## config.mk

```make
export PLATFORM = sky130hd
export DESIGN_NAME = mem_access_unit
export DESIGN_NICKNAME = d
export VERILOG_FILES = /design/src/rtl/mem_access_unit.sv
export SDC_FILE = /design/constraint.sdc
export NUM_CORES = 1
export LEC_CHECK = 0
export CAP_MARGIN = 20
export CORE_ASPECT_RATIO = 1.1
export CORE_UTILIZATION = 30
export DETAILED_ROUTE_END_ITERATION = 7
export SLEW_MARGIN = 10
export SYNTH_ARGS = -nofsm -noshare
export SYNTH_HDL_FRONTEND = slang
export SYNTH_SLANG_ARGS = --single-unit
export TNS_END_PERCENT = 20
```

## constraint.sdc

```tcl
create_clock -name i_clock -period 1.65 [get_ports i_clock]
set_input_delay 0.165 -clock i_clock [delete_from_list [all_inputs] [get_ports i_clock]]
set_output_delay 0.165 -clock i_clock [all_outputs]
set_load 0.005 [all_outputs]
```

## src/rtl/mem_access_unit.sv

```systemverilog
// Load/store unit for the MEM stage: issues one data-memory request per
// aligned access, stalls the pipeline until ack or timeout, then returns the
// lane-extracted, sign/zero-extended load result.
module mem_access_unit #(
  parameter int NB_REG     = 32,
  parameter int NB_TIMEOUT = 8
) (
  input  logic              i_clock,
  input  logic              i_reset,
  input  logic              i_valid,
  input  logic [NB_REG-1:0] i_alu_result,
  input  logic [NB_REG-1:0] i_write_data,
  input  logic              i_mem_read,
  input  logic              i_mem_write,
  input  logic [1:0]        i_width,
  input  logic              i_unsigned,
  output logic              o_mem_req,
  output logic [NB_REG-1:0] o_mem_addr,
  output logic [NB_REG-1:0] o_mem_wdata,
  output logic [3:0]        o_mem_be,
  output logic              o_mem_we,
  input  logic              i_mem_ack,
  input  logic [NB_REG-1:0] i_mem_rdata,
  output logic              o_stall,
  output logic              o_done,
  output logic [NB_REG-1:0] o_load_data,
  output logic              o_misaligned,
  output logic              o_bus_error
);

  typedef enum logic [1:0] {IDLE = 2'd0, BUSY = 2'd1, DONE = 2'd2} state_t;

  // Last counter value before the limit: a miss here means the limit is hit.
  localparam logic [NB_TIMEOUT-1:0] CNT_LAST = {{(NB_TIMEOUT-1){1'b1}}, 1'b0};

  state_t                state_q, state_d;
  logic [NB_REG-1:0]     addr_q, wdata_q, load_q;
  logic [3:0]            be_q;
  logic [1:0]            width_q, off_q;
  logic                  uns_q, we_q, berr_q, mis_q;
  logic [NB_TIMEOUT-1:0] cnt_q;

  logic              access, aligned, start, mis_d, timeout;
  logic [3:0]        be_d;
  logic [NB_REG-1:0] wdata_d, ext;
  logic [7:0]        byte_v;
  logic [15:0]       half_v;

  assign access  = i_valid & (i_mem_read | i_mem_write);
  assign start   = (state_q == IDLE) & access & aligned;
  assign mis_d   = (state_q == IDLE) & access & ~aligned;
  assign timeout = (state_q == BUSY) & ~i_mem_ack & (cnt_q == CNT_LAST);

  // Alignment check, lane enables and replicated store data for the request.
  always_comb begin
    aligned = 1'b0;
    be_d    = 4'b1111;
    wdata_d = i_write_data;
    case (i_width)
      2'b00: begin
        aligned = 1'b1;
        be_d    = 4'b0001 << i_alu_result[1:0];
        wdata_d = NB_REG'({4{i_write_data[7:0]}});
      end
      2'b01: begin
        aligned = ~i_alu_result[0];
        be_d    = 4'b0011 << i_alu_result[1:0];
        wdata_d = NB_REG'({2{i_write_data[15:0]}});
      end
      2'b10:   aligned = (i_alu_result[1:0] == 2'b00);
      default: aligned = 1'b0;
    endcase
  end

  // Pick the addressed lane out of the read word and extend it.
  always_comb begin
    byte_v = i_mem_rdata[{off_q, 3'b000} +: 8];
    half_v = i_mem_rdata[{off_q[1], 4'b0000} +: 16];
    case (width_q)
      2'b00:   ext = {{(NB_REG-8){byte_v[7] & ~uns_q}}, byte_v};
      2'b01:   ext = {{(NB_REG-16){half_v[15] & ~uns_q}}, half_v};
      default: ext = i_mem_rdata;
    endcase
  end

  // Next-state logic: DONE is reached by ack or by timeout, and lasts one cycle.
  always_comb begin
    state_d = state_q;
    case (state_q)
      IDLE:    if (start) state_d = BUSY;
      BUSY:    if (i_mem_ack || timeout) state_d = DONE;
      DONE:    state_d = IDLE;
      default: state_d = IDLE;
    endcase
  end

  // State register.
  always_ff @(posedge i_clock) begin
    if (i_reset) state_q <= IDLE;
    else         state_q <= state_d;
  end

  // Request capture, timeout counter, load result and one-cycle error pulses.
  always_ff @(posedge i_clock) begin
    if (i_reset) begin
      addr_q  <= '0;
      wdata_q <= '0;
      load_q  <= '0;
      be_q    <= '0;
      width_q <= '0;
      off_q   <= '0;
      uns_q   <= 1'b0;
      we_q    <= 1'b0;
      berr_q  <= 1'b0;
      mis_q   <= 1'b0;
      cnt_q   <= '0;
    end else begin
      mis_q  <= mis_d;
      berr_q <= 1'b0;
      if (start) begin
        addr_q  <= {i_alu_result[NB_REG-1:2], 2'b00};
        off_q   <= i_alu_result[1:0];
        wdata_q <= wdata_d;
        be_q    <= be_d;
        width_q <= i_width;
        uns_q   <= i_unsigned;
        we_q    <= i_mem_write;   // write wins when both are requested
        cnt_q   <= '0;
      end
      if (state_q == BUSY) begin
        if (i_mem_ack) begin
          if (!we_q) load_q <= ext;
        end else if (timeout) begin
          load_q <= '0;
          berr_q <= 1'b1;
        end else begin
          cnt_q <= cnt_q + 1'b1;
        end
      end
    end
  end

  assign o_mem_req    = (state_q == BUSY);
  assign o_done       = (state_q == DONE);
  assign o_stall      = start | (state_q == BUSY);
  assign o_mem_addr   = addr_q;
  assign o_mem_wdata  = wdata_q;
  assign o_mem_be     = be_q;
  assign o_mem_we     = we_q;
  assign o_load_data  = load_q;
  assign o_misaligned = mis_q;
  assign o_bus_error  = berr_q;

endmodule

```

==> flow_summary.ini <==
[critical_path]
crit_path_top_delay_cell = mux4_2
critPathBufInv = 0
cp.required_ps = 1940
path_cells = mux4_2 -> o2111a_2 -> a221o_1
cp_max_fo = 8
crit_path_start_kind = flip-flop
cp_num_cells = 3
end_kind = flip-flop
critPathKind = flip-flop to flip-flop
crit_arrival_ps = 1970
worstRegToRegCells = 3
crit_family = compound AO/OA/AOI/OAI gates
max_stage_delay_ps = 560

[yosys]
ys_types = 50
syn_area_mm2 = 0.00507
synth_area_leader_cell = dfxtp_1
avgSynthCellArea_um2 = 8.47
post-synth-top-count-cell = nand2_1
synth.area.top_cells = dfxtp_1 46%, nand2_1 10%, a21oi_1 6.2%
syn_inst = 599
synth-edff-count = 0
synth_warnings = 0
synth_top_area_share_pct = 45.8
ys_seq_area_share_pct = 45.8
synth_ff_type = dfxtp_1
synth_seq_cells = 116
synth_common_cells = 136 x nand2_1, 116 x dfxtp_1, 63 x a21oi_1
synthArstFlopShare_pct = 0

[global_routing]
grt_antenna_before_repair = 0
grt_first_pass_wirelength_um = 27000
grt_max_degree = 60
grt_pass1_vias = 5309
overflow = 0
grtUsageTotal_pct = 19.6

[timing]
timing.hold.ws_ps = 199
drv_slew = 0
fin_crit_ps = 1680
rsz0062_at_grt = yes
worst_slew_pin_slew_ps = 632
setup_slack_ps = -28.9
clock-skew-final_ps = 12.5
period_share_pct = 102
finalSetupViolations = 7
fmax_mhz = 596
slew_headroom_pct = 57.9
hold_violations = 0

[clocking]
cts_made_buffers = 17
htree_levels = 4
cts_tree = yes
hold_buffers = 0
clkTransAtPathRegs_ps = 50
clkSinkCount = 116
clockBufferDepth = 2
clock_latency_ps = 420
cts_root_buf = clkbuf_16

[pwr]
pwr_density_cell_mw_per_mm2 = 955
p_sw_share_pct = 23.1
p_leak_nw = 3.17
seqPwrFrac_pct = 36.8
internal_power_mw = 6.25
clock_power_share_pct = 48.0
pwr-share-comb_pct = 15.2
ir_drop_uv = 623
p_switching_mw = 1.88

[route]
dr.first_iter.drc_count = 265
drc_errors = 0
antenna_left = 0
via_per_inst = 5.03
routed_wirelength_um = 17000
vias = 5324
drt_first_pass_iters = 5
avgRoutedWirePerCell_um = 16.0

[finish]
num-nets-final = 950
design_area_mm2 = 0.00850
diodes = 0
synthToLayoutAreaGrowth_pct = 67.7
layout-drive-gt1-share_pct = 14.8

[run_status]
status = finished, violations left
violations = setup timing

[floorplan]
die_y_um = 138
die_width_um = 126
dieArea_mm2 = 0.0174
start_util_pct = 30.9
ios = 211
row_count = 49
coreArea_mm2 = 0.0164

[placement]
io_buffers = 208
gp_congestion = 0.868
place_area_mm2 = 0.00770
hpwl_um = 12500

[hold_path]
hp-class = primary input to flip-flop
holdPathStages = 3

[job]
cap_violations = 0
-- stage by stage --
step                power (mW)  setup TNS, ps  setup slack, ps  utilization (%)  std cells
floorplan                 3.49           -694            -54.3                -        600
global placement          4.21         -18410             -256             46.9       1023
detailed placement        4.22         -22780             -295             46.9       1023
CTS                       8.14          -15.3            -9.80             50.9       1055
global route              8.44           -809            -57.3             51.7       1058
finish                    8.12          -76.5            -28.9             51.7       1058
-- cell type report --
class	instances	area (µm²)
Clock inverter	10	155
Inverter	7	30.0
Multi-Input combinational cell	430	2600
Fill cell	1531	7930
Sequential cell	116	2330
Tap cell	204	255
Timing Repair Buffer	271	2670
Clock buffer	20	467
-- power by group through the flow --
stage               clock (mW)  combinational [mW]  sequential, mW
floorplan                    0               0.444            3.05
global placement             0                1.16            3.04
detailed placement           0                1.17            3.05
CTS                       3.97                1.19            2.99
global route              4.09                1.34            3.01
finish                    3.90                1.23            2.99
-- cells by family (layout without fill, tap and decap cells) --
| family | count (synthesis) | count (layout) | synth area share (%) |
|---|---|---|---|
| AND/OR/NAND/NOR | 228 | 228 | 20.3 |
| AO/OA/AOI/OAI | 164 | 165 | 21.2 |
| flip-flops | 116 | 116 | 45.8 |
| buffers and inverters | 55 | 308 | 5.40 |
| multiplexers | 28 | 28 | 5.82 |
| XOR/XNOR | 5 | 5 | 0.864 |
| adder cells (fa/ha/maj) | 2 | 2 | 0.493 |
| other | 1 | 2 | 0.0739 |
-- metal layers --
layer	up-vias	global-route usage, %	wire, µm	share of wire (%)
li1	2613	-	-	-
met1	2433	21.8	6660	39
met2	235	32.5	8160	48
met3	43	8.36	1650	9.7
met4	0	8.75	505	3.0
met5	-	0	0	0
-- worst register-to-register path: stages (launching register included) --
cell and delay (ps):
dfxtp_2 340, mux4_2 560, o2111a_2 350, a221o_1 290
-- worst paths after layout --
| check | start | end | slack, ps |
|---|---|---|---|
| worst max-delay path | off_q[1] | o_load_data[17] | -30 |
| worst min-delay path | i_reset | o_load_data[3] | 200 |
| worst max register to register | off_q[1] | o_load_data[17] | -30 |
| worst min register to register | o_mem_wdata[27] | o_mem_wdata[27] | 450 |
-- layout by cell type, fill, tap and decap left out, drive strengths merged, types with 3 or more instances in the layout --
master / n
a211o: 4
a211oi: 9
a21oi: 63
a221o: 17
a311oi: 9
a32o: 8
and3: 3
and3b: 4
buf: 64
bufinv: 4
clkbuf: 21
clkdlybuf4s50: 205
clkinv: 4
clkinvlp: 3
dfxtp: 116
inv: 6
mux2i: 25
nand2: 136
nand2b: 14
nand3: 4
nor2: 33
nor2b: 3
nor3: 7
nor3b: 3
o211ai: 5
o21ai: 32
o22ai: 6
or2: 3
or3: 8
xor2: 4
-- registers in the layout, summed over array words and instances, names as in the netlist, 2 cells and up --
signal	flops
o_mem_addr	30
o_mem_be	4
state_q	2
o_load_data	32
off_q	2
cnt_q	8
o_mem_wdata	32
width_q	2
-- timing repair --
| item | in CTS | in global routing |
|---|---|---|
| cloned | 1 | 1 |
| buffers inserted | 1 | 2 |
| pin swaps | 3 | 18 |
| setup endpoints to repair | 31 | 52 |
| gates resized for setup | 13 | 31 |
Note: power is estimated with default switching activity, not from simulation.
